<file path="src/rtl/lock_in_pkg.sv">
// Shared types and fixed-point helpers for the multi-channel lock-in demodulator.
package lock_in_pkg;

    typedef enum logic [1:0] {IDLE, RUN, DRAIN, DUMP} state_t;

    localparam int NUM_BITS_DEF     = 24;
    localparam int NUM_CHANNELS_DEF = 4;
    localparam int LOG2_DEC_DEF     = 3;
    localparam int ACC_W_DEF        = NUM_BITS_DEF + LOG2_DEC_DEF;

    function automatic int acc_width(input int num_bits, input int log2_dec);
        return num_bits + log2_dec;
    endfunction

    // Rescale a Q2.(2n-2) product back to Q1.(n-1); only (-1)*(-1) exceeds the range.
    function automatic logic signed [63:0] scale_sat(input logic signed [63:0] prod,
                                                     input int num_bits);
        logic signed [63:0] s;
        logic signed [63:0] max_v;
        s     = prod >>> (num_bits - 1);
        max_v = (64'sd1 <<< (num_bits - 1)) - 64'sd1;
        if (s > max_v) s = max_v;
        return s;
    endfunction

endpackage

</file>
<file path="src/rtl/lock_in_mac.sv">
// Shared multiplier: selects reference/channel from the step index and registers the scaled product.
module lock_in_mac
    import lock_in_pkg::*;
#(
    parameter int NUM_BITS     = NUM_BITS_DEF,
    parameter int NUM_CHANNELS = NUM_CHANNELS_DEF,
    localparam int KW = $clog2(2 * NUM_CHANNELS),
    localparam int CW = (NUM_CHANNELS > 1) ? $clog2(NUM_CHANNELS) : 1
) (
    input  logic                       clk_i,
    input  logic                       reset_ni,
    input  logic                       clear_i,
    input  logic                       vld_p0,
    input  logic [KW-1:0]              k_p0,
    input  logic signed [NUM_BITS-1:0] ref_inph,
    input  logic signed [NUM_BITS-1:0] ref_quad,
    input  logic signed [NUM_BITS-1:0] sig [NUM_CHANNELS],
    output logic signed [NUM_BITS-1:0] prod_p1,
    output logic [CW-1:0]              ch_p1,
    output logic                       quad_p1,
    output logic                       vld_p1
);

    logic [CW-1:0]                ch_p0;
    logic                         quad_p0;
    logic signed [NUM_BITS-1:0]   mul_a;
    logic signed [NUM_BITS-1:0]   mul_b;
    logic signed [2*NUM_BITS-1:0] prod_full;
    logic signed [NUM_BITS-1:0]   prod_p0;

    always_comb begin
        ch_p0     = CW'(k_p0 >> 1);
        quad_p0   = k_p0[0];
        mul_a     = quad_p0 ? ref_quad : ref_inph;
        mul_b     = sig[ch_p0];
        prod_full = mul_a * mul_b;
        prod_p0   = NUM_BITS'(scale_sat(64'(prod_full), NUM_BITS));
    end

    // p0 -> p1: registered product with its accumulator select
    always_ff @(posedge clk_i or negedge reset_ni) begin
        if (!reset_ni) vld_p1 <= 1'b0;
        else           vld_p1 <= vld_p0 && !clear_i;
    end

    always_ff @(posedge clk_i) begin
        prod_p1 <= prod_p0;
        ch_p1   <= ch_p0;
        quad_p1 <= quad_p0;
    end

endmodule

</file>
<file path="src/rtl/lock_in_demodulator_mc.sv">
// Time-multiplexed I/Q lock-in demodulator with integrate-and-dump decimation over 2**LOG2_DEC ticks.
module lock_in_demodulator_mc
    import lock_in_pkg::*;
#(
    parameter int NUM_BITS     = NUM_BITS_DEF,
    parameter int NUM_CHANNELS = NUM_CHANNELS_DEF,
    parameter int LOG2_DEC     = LOG2_DEC_DEF
) (
    input  logic                       clk_i,
    input  logic                       reset_ni,
    input  logic                       tick_i,
    input  logic                       clear_i,
    input  logic signed [NUM_BITS-1:0] ref_inph_i,
    input  logic signed [NUM_BITS-1:0] ref_quad_i,
    input  logic signed [NUM_BITS-1:0] sig_i [NUM_CHANNELS],
    output logic signed [NUM_BITS-1:0] x_o [NUM_CHANNELS],
    output logic signed [NUM_BITS-1:0] y_o [NUM_CHANNELS],
    output logic                       done_o,
    output logic                       busy_o,
    output logic                       overrun_o
);

    localparam int ACC_W = acc_width(NUM_BITS, LOG2_DEC);
    localparam int KW    = $clog2(2 * NUM_CHANNELS);
    localparam int CW    = (NUM_CHANNELS > 1) ? $clog2(NUM_CHANNELS) : 1;
    localparam int CNT_W = (LOG2_DEC > 0) ? LOG2_DEC : 1;
    localparam logic [KW-1:0]    K_LAST   = KW'(2 * NUM_CHANNELS - 1);
    localparam logic [CNT_W-1:0] CNT_LAST = CNT_W'((1 << LOG2_DEC) - 1);

    state_t                     state;
    state_t                     state_nxt;
    logic [KW-1:0]              k;
    logic [KW-1:0]              k_nxt;
    logic [CNT_W-1:0]           cnt;
    logic signed [NUM_BITS-1:0] ref_inph_lat;
    logic signed [NUM_BITS-1:0] ref_quad_lat;
    logic signed [NUM_BITS-1:0] sig_lat [NUM_CHANNELS];
    logic signed [ACC_W-1:0]    acc_i [NUM_CHANNELS];
    logic signed [ACC_W-1:0]    acc_q [NUM_CHANNELS];
    logic signed [NUM_BITS-1:0] prod_p1;
    logic signed [ACC_W-1:0]    prod_ext_p1;
    logic [CW-1:0]              ch_p1;
    logic                       quad_p1;
    logic                       vld_p1;
    logic                       accept;
    logic                       dumping;

    assign accept      = (state == IDLE) && tick_i && !clear_i;
    assign dumping     = (state == DUMP) && !clear_i;
    assign busy_o      = (state != IDLE);
    assign prod_ext_p1 = ACC_W'(prod_p1);

    always_comb begin
        state_nxt = state;
        k_nxt     = k;
        case (state)
            IDLE:  if (tick_i) begin
                       state_nxt = RUN;
                       k_nxt     = '0;
                   end
            RUN:   if (k == K_LAST) state_nxt = DRAIN;
                   else             k_nxt     = k + KW'(1);
            DRAIN: state_nxt = (cnt == CNT_LAST) ? DUMP : IDLE;
            DUMP:  state_nxt = IDLE;
            default: state_nxt = IDLE;
        endcase
        if (clear_i) state_nxt = IDLE;
    end

    always_ff @(posedge clk_i or negedge reset_ni) begin
        if (!reset_ni) begin
            state <= IDLE;
            k     <= '0;
        end else begin
            state <= state_nxt;
            k     <= k_nxt;
        end
    end

    always_ff @(posedge clk_i or negedge reset_ni) begin
        if (!reset_ni) begin
            cnt       <= '0;
            overrun_o <= 1'b0;
            done_o    <= 1'b0;
        end else begin
            done_o <= dumping;
            if (clear_i) begin
                cnt       <= '0;
                overrun_o <= 1'b0;
            end else begin
                if (tick_i && busy_o) overrun_o <= 1'b1;
                if (state == DUMP)                          cnt <= '0;
                else if (state == DRAIN && cnt != CNT_LAST) cnt <= cnt + CNT_W'(1);
            end
        end
    end

    // Operands are held from the accepted tick so the inputs may move during the sweep
    always_ff @(posedge clk_i) begin
        if (accept) begin
            ref_inph_lat <= ref_inph_i;
            ref_quad_lat <= ref_quad_i;
            for (int c = 0; c < NUM_CHANNELS; c++) sig_lat[c] <= sig_i[c];
        end
    end

    lock_in_mac #(
        .NUM_BITS    (NUM_BITS),
        .NUM_CHANNELS(NUM_CHANNELS)
    ) u_mac (
        .clk_i   (clk_i),
        .reset_ni(reset_ni),
        .clear_i (clear_i),
        .vld_p0  (state == RUN),
        .k_p0    (k),
        .ref_inph(ref_inph_lat),
        .ref_quad(ref_quad_lat),
        .sig     (sig_lat),
        .prod_p1 (prod_p1),
        .ch_p1   (ch_p1),
        .quad_p1 (quad_p1),
        .vld_p1  (vld_p1)
    );

    // p1 -> p2: accumulate the registered product
    always_ff @(posedge clk_i or negedge reset_ni) begin
        if (!reset_ni) begin
            for (int c = 0; c < NUM_CHANNELS; c++) begin
                acc_i[c] <= '0;
                acc_q[c] <= '0;
            end
        end else if (clear_i || state == DUMP) begin
            for (int c = 0; c < NUM_CHANNELS; c++) begin
                acc_i[c] <= '0;
                acc_q[c] <= '0;
            end
        end else if (vld_p1) begin
            if (quad_p1) acc_q[ch_p1] <= acc_q[ch_p1] + prod_ext_p1;
            else         acc_i[ch_p1] <= acc_i[ch_p1] + prod_ext_p1;
        end
    end

    always_ff @(posedge clk_i or negedge reset_ni) begin
        if (!reset_ni) begin
            for (int c = 0; c < NUM_CHANNELS; c++) begin
                x_o[c] <= '0;
                y_o[c] <= '0;
            end
        end else if (dumping) begin
            for (int c = 0; c < NUM_CHANNELS; c++) begin
                x_o[c] <= NUM_BITS'(acc_i[c] >>> LOG2_DEC);
                y_o[c] <= NUM_BITS'(acc_q[c] >>> LOG2_DEC);
            end
        end
    end

endmodule

</file>
<file path="config.mk">
export PLATFORM = sky130hd
export DESIGN_NAME = lock_in_demodulator_mc
export DESIGN_NICKNAME = d
export VERILOG_FILES = /design/src/rtl/lock_in_pkg.sv /design/src/rtl/lock_in_mac.sv /design/src/rtl/lock_in_demodulator_mc.sv
export SDC_FILE = /design/constraint.sdc
export NUM_CORES = 2
export LEC_CHECK = 0
export ABC_CLOCK_PERIOD_IN_PS = 13210
export CAP_MARGIN = 25
export CELL_PAD_IN_SITES_DETAIL_PLACEMENT = 1
export CELL_PAD_IN_SITES_GLOBAL_PLACEMENT = 1
export CORE_MARGIN = 3
export CORE_UTILIZATION = 48
export CTS_BUF_LIST = sky130_fd_sc_hd__clkbuf_16
export CTS_CLUSTER_DIAMETER = 80
export CTS_CLUSTER_SIZE = 12
export DETAILED_ROUTE_END_ITERATION = 8
export HOLD_SLACK_MARGIN = 0.02
export PLACE_DENSITY_LB_ADDON = 0.1
export SKIP_LAST_GASP = 1
export SYNTH_ARGS = -nofsm -noshare
export SYNTH_HDL_FRONTEND = slang
export SYNTH_SLANG_ARGS = --single-unit
</file>
<file path="constraint.sdc">
create_clock -name clk_i -period 13.21 [get_ports clk_i]
set_input_delay 3.963 -clock clk_i [delete_from_list [all_inputs] [get_ports clk_i]]
set_output_delay 3.963 -clock clk_i [all_outputs]
set_load 0.005 [all_outputs]
</file>
== After elaboration in Yosys (flattened, before gate mapping) ==
Index checks and enable logic that the tools add are counted.
Word-level totals
  bits in latches: 0
  ROM bits: 0
  memory bits (writable): 0
  bits in registers: 590
  logic and storage cells: 106
  memories kept: 0
Cells by class
  multipliers: 1
  mux-type cells: 33
  $add $sub $neg: 4
  eq/ne operators: 11
  divide/modulo/power cells: 0
  bitwise gates (word level): 2
  reduce and logical (&&, ||, !) cells: 20
  shifts and indexed selects: 0
  magnitude comparators: 4
Operator list (count)
  $mux W108: 6
  $bwmux W108: 2
  $mux W27: 5
  $bmux W27 S2: 2
  $mux W24: 3
  $add A27 B24 Y27: 2
  $demux W27 S2: 1
  $bmux W24 S2: 1
  $mul A24 B24 Y48: 1
  $gt A25 B24 Y1 const B: 1
  $mux W3: 5
  $reduce_bool A2 Y1: 5
  $ne A3 B3 Y1 const B: 3
  $mux W2: 4
  $pmux W2 S4: 1
  $logic_and A1 B1 Y1: 7
  $add A3 B1 Y3 const B: 2
  $eq A3 B3 Y1 const B: 2
  $ge A3 B3 Y1 const B: 2
  $ne A2 B2 Y1 const B: 3
  $not A2 Y3: 2
  $pmux W3 S2: 1
  $reduce_and A2 Y1: 3
  $eq A2 B2 Y1 const B: 2
  8 further kinds: 9

== Depth between registers and ports, before layout ==
  word-level depth: 9
  mapped depth: 34
  mapped depth without buffers: 30

== Cells and area by module ==
From an unflattened synthesis, not the netlist that was laid out.
Second synthesis, totals
  cell total of the unflattened synthesis: 4743
  area total of the unflattened synthesis: 46721.1 µm²
Modules (own cells, without submodules)
  lock_in_demodulator_mc: area each 24265.8 µm², times used 1, cells each 2254, seq. area each 14784.2 µm²
  lock_in_mac: area each 22455.3 µm², times used 1, cells each 2489, seq. area each 565.5 µm²

== Least setup slack after synthesis ==
No wires, ideal clock.
  path kind: input port to flip-flop
  start point: input clear_i
  end point: register ref_inph_lat[0] (enable)
  stages: 2
  arrival time: 14.620 ns
  required time: 12.356 ns
  setup slack: -2.263 ns
  cells stage by stage: clkbuf_1 > nor3b_1
Between the ends
  cells in the longest elaborated chain, start to end: 2
RTL lines
  start: declaration: line lock_in_demodulator_mc.sv:12  | input logic clear_i,
  $logic_not A1 Y1: line lock_in_demodulator_mc.sv:48  | assign accept = (state == IDLE) && tick_i && !clear_i;
  $logic_and A1 B1 Y1: line lock_in_demodulator_mc.sv:48
  net accept: line lock_in_demodulator_mc.sv:45  | logic accept;
  end signal: assignment: line lock_in_demodulator_mc.sv:101  | ref_inph_lat <= ref_inph_i;
  end: declaration: line lock_in_demodulator_mc.sv:35  | logic signed [NUM_BITS-1:0] ref_inph_lat;
The timed path passes the listed nets, and every way through them passes these cells.
A chain may end at the register's enable or synchronous reset.

== Worst setup path in the final report ==
  start point: register k[0]
  end point: register u_mac.prod_p1[21]
Between the ends
  cells in the longest elaborated chain, start to end: 3
RTL lines
  start: declaration: line lock_in_demodulator_mc.sv:32  | logic [KW-1:0] k;
  start signal: assignment: line lock_in_demodulator_mc.sv:76  | k <= k_nxt;
  $mux W24 *: line lock_in_mac.sv:34  | mul_a = quad_p0 ? ref_quad : ref_inph;
  $mul A24 B24 Y48 *: line lock_in_mac.sv:36  | prod_full = mul_a * mul_b;
  $gt A25 B24 Y1: line lock_in_pkg.sv:22  | if (s > max_v) s = max_v;
  end signal: assignment: line lock_in_mac.sv:47  | prod_p1 <= prod_p0;
  end: declaration: line lock_in_mac.sv:18  | output logic signed [NUM_BITS-1:0] prod_p1,
Every way passes the cells marked *; elsewhere a longest branch is shown, timed or not.

==> metrics <==
status finished clean; hold path depth 2; hold slack 0.4712 ns; I/O Pins 343; placed cell areas 49940 um2; relative slew slack 27.25%; nets 5489; Clock Path Buffers 3; syn_area_per_cell 10.55 um2; Avg WL per Cell 24.08 um; CTS H-tree lvls 2; initial core utilization 48.79%; sequential fraction of the synthesis area 34.06%; RSZ-0062 raised after global routing false; syn_nets 5214; CP endpoint kind flip-flop; hold_sp y_o[65]$_DFFE_PN0P_; GPL Wtd Cong 0.9235; final instance area 51510 um2; met3 Usage GRT 5.265%; Finished Layout Cells 5813; Clock Tree Root clkbuf_16; r2r setup slk 3.84 ns; crit-path max FO 29; clock period minus worst slack 9.365 ns; Syn-to-layout area delta 14.32%; CTS tree done; Top FF cell, synth dfrtp_1; Initial DRC Count 2047; Vias/cell 5.563; Yosys warning count 0; Critical path buffers and inverters 5; vias in the first global route 36550; Distinct cells, synth 72; CP startpoint kind flip-flop; placed cell count 5731; hpwl dp 106000 um; Synth Cell Area 45060 um2; DRT antenna net count 0; Via Count 32340; HP Class flip-flop to flip-flop; Filler Cells Inserted 9975; max-cap violations 0; EDFF count, synth 144; CTS clk-pin slew, worst paths 0.07 ns; endpoints failing setup 0; Clock Skew 0.02269 ns; gr usage total 29.14%; crit share post-route 70.90%; Critical Path RT 13.77 ns; count of final hold-check violations 0; Setup Fix Bufs, Post-CTS 0; reg2reg end u_mac.prod_p1[21]$_SDFF_PN1_; first-pass GRT wire length 217800 um; Slowest-stage cell, CP mux2i_1; R2R Path Start k[0]$_DFFE_PN0P_; Hold Buf Count CTS 0; Post-CTS Resized 0; Fin Setup TNS 0 ns; Least-Margin Pin Slew 1.061 ns; largest net degree at the start of global routing 161; max incr delay on CP 0.92 ns; drt drc 0; clk sinks 590; CP top delay family adder cells; CORE AREA 92360 um2; DRT Pass-1 Iters 6; max-slew violations 0; arrival time worst endpoint 9.92 ns; Hold EP y_o[65]$_DFFE_PN0P_; die width 312.4 um; busiest grt layer met2; Async S/R FF share, synth 71.02%; die area 97590 um2; Core Rows 111; total routed wirelength 140000 um; share of layout cells above drive strength 1 6.086%; TritonCTS buffer count 56; met2 Track Usage GR 48.84%; fmax 106.8 MHz; Die H 312.4 um; critical path class flip-flop to flip-flop; Clock Latency Late Sink 0.67 ns; Yosys reg bits 590; input/output buffers 342; gr ovfl total 0; met1 Use GR 37.43%; Register-to-Register Path Depth 26; most frequent CP cell fa_1; Syn Inst Count 4272; initial antenna violation count 1
==> layer usage <==
| metal | up-vias | part of all wire (%) |
|---|---|---|
| met1 | 16930 | 41 |
| li1 | 14110 | - |
| met2 | 1028 | 48 |
| met3 | 270 | 6.3 |
| met5 | - | 0 |
| met4 | 0 | 4.7 |
==> Yosys cell counts, drive strengths merged, types with 4 or more instances <==
master | n | area [um2]
ha | 186 | 2327
nand3b | 5 | 37.54
a22o | 205 | 1795
o21a | 20 | 150.1
buf | 21 | 95.08
and3 | 5 | 31.28
nand3 | 18 | 95.09
a21oi | 68 | 340.3
clkbuf | 167 | 626.9
mux4 | 65 | 1464
edfxtp | 144 | 4324
a21o | 34 | 255.2
o31ai | 5 | 42.54
inv | 617 | 2316
o21ai | 69 | 349.1
nand2b | 39 | 244.0
nor3 | 11 | 55.05
a21boi | 6 | 45.04
a31oi | 9 | 56.30
nor2b | 17 | 106.4
xor2 | 23 | 201.4
nand4 | 8 | 50.05
o21bai | 14 | 105.1
or2 | 6 | 37.54
mux2 | 41 | 465.4
nand2 | 920 | 3456
and2 | 36 | 225.2
a211oi | 9 | 72.57
nor3b | 4 | 30.03
xnor2 | 61 | 534.3
dfrtp | 419 | 10490
mux2i | 42 | 420.4
nor2 | 306 | 1149
dfxtp | 27 | 540.5
fa | 608 | 12170
==> how the worst max path moves through the flow <==
| stage | end | start | depth (start not counted) | slack [ns] |
|---|---|---|---|---|
| final | u_mac.prod_p1[21]$_SDFF_PN1_ | k[0]$_DFFE_PN0P_ | 26 | 3.84 |
| after global routing | u_mac.prod_p1[21]$_SDFF_PN1_ | k[0]$_DFFE_PN0P_ | 26 | 3.37 |
| after CTS | u_mac.prod_p1[21]$_SDFF_PN1_ | k[0]$_DFFE_PN0P_ | 26 | 3.88 |
| after detailed placement | u_mac.prod_p1[20]$_SDFF_PN1_ | k[0]$_DFFE_PN0P_ | 27 | 3.88 |
| after global placement | u_mac.prod_p1[20]$_SDFF_PN1_ | k[0]$_DFFE_PN0P_ | 27 | 4.05 |
| after floorplan | ref_inph_lat[0]$_DFFE_PP_ | clear_i | 2 | 2.91 |
==> placed cells by master (no fill, tap or decap), drive strengths merged, types with 6 or more instances in the layout <==
cell type	count
a21oi	68
nand2b	39
edfxtp	144
or2	6
mux2	41
xnor2	61
nand3	18
clkbuf	56
a211oi	9
nor2b	17
a31oi	9
buf	64
mux4	65
o21ai	69
clkdlybuf4s50	341
nor3	11
and2	36
o21a	20
xor2	23
o21bai	14
nand4	8
a21o	34
fa	608
dfrtp	419
nor2	306
a22o	205
ha	186
a21boi	6
nand2	920
dfxtp	27
inv	637
mux2i	42
==> tightest hold or removal path: cells and delay by family, from the launching register on <==
kind             cells  cell delay (ns)
flip-flops           1             0.34
AND/OR/NAND/NOR      2             0.10
==> cells by family (layout without fill, tap and decap cells) <==
group,Yosys count,after routing,synth area share [%]
simple gates,1386,1386,12.43
buf+inv,805,1101,6.742
fa+ha+maj,794,794,32.18
flops,590,590,34.06
compound gates,465,465,7.739
mux,148,148,5.215
xor+xnor,84,84,1.633
other cells,0,2,0
==> layout make-up <==
type	count	area (um2)	share of cell area, %
antenna	2	5.005	0.009716
clock buffer	56	1401	2.720
multi-input combinational	2877	26790	52.02
clock inverter	23	147.6	0.2866
sequential	590	15360	29.82
inverter	617	2321	4.506
tap	1243	1555	3.019
timing repair buffer	405	3926	7.622
==> metrics by stage <==
| stage | utilization (%) | worst slack [ns] |
|---|---|---|
| 2_1_floorplan | - | 2.912 |
| 3_3_place_gp | 54.07 | 4.046 |
| 3_5_place_dp | 54.07 | 3.880 |
| 4_1_cts | 55.75 | 3.882 |
| 5_1_grt | 55.77 | 3.370 |
| 6_report | 55.77 | 3.845 |
==> flip-flops by register name, indices dropped and copies added, names as in the netlist <==
register,count
sig_lat,96
ref_quad_lat,24
u_mac.quad_p1,1
state,2
y_o,96
k,3
u_mac.prod_p1,24
acc_i,108
cnt,3
acc_q,108
done_o,1
overrun_o,1
u_mac.ch_p1,2
u_mac.vld_p1,1
ref_inph_lat,24
x_o,96
Power is not shown: default switching activity piles up to over one toggle a cycle in this logic, so the estimate is an artifact.
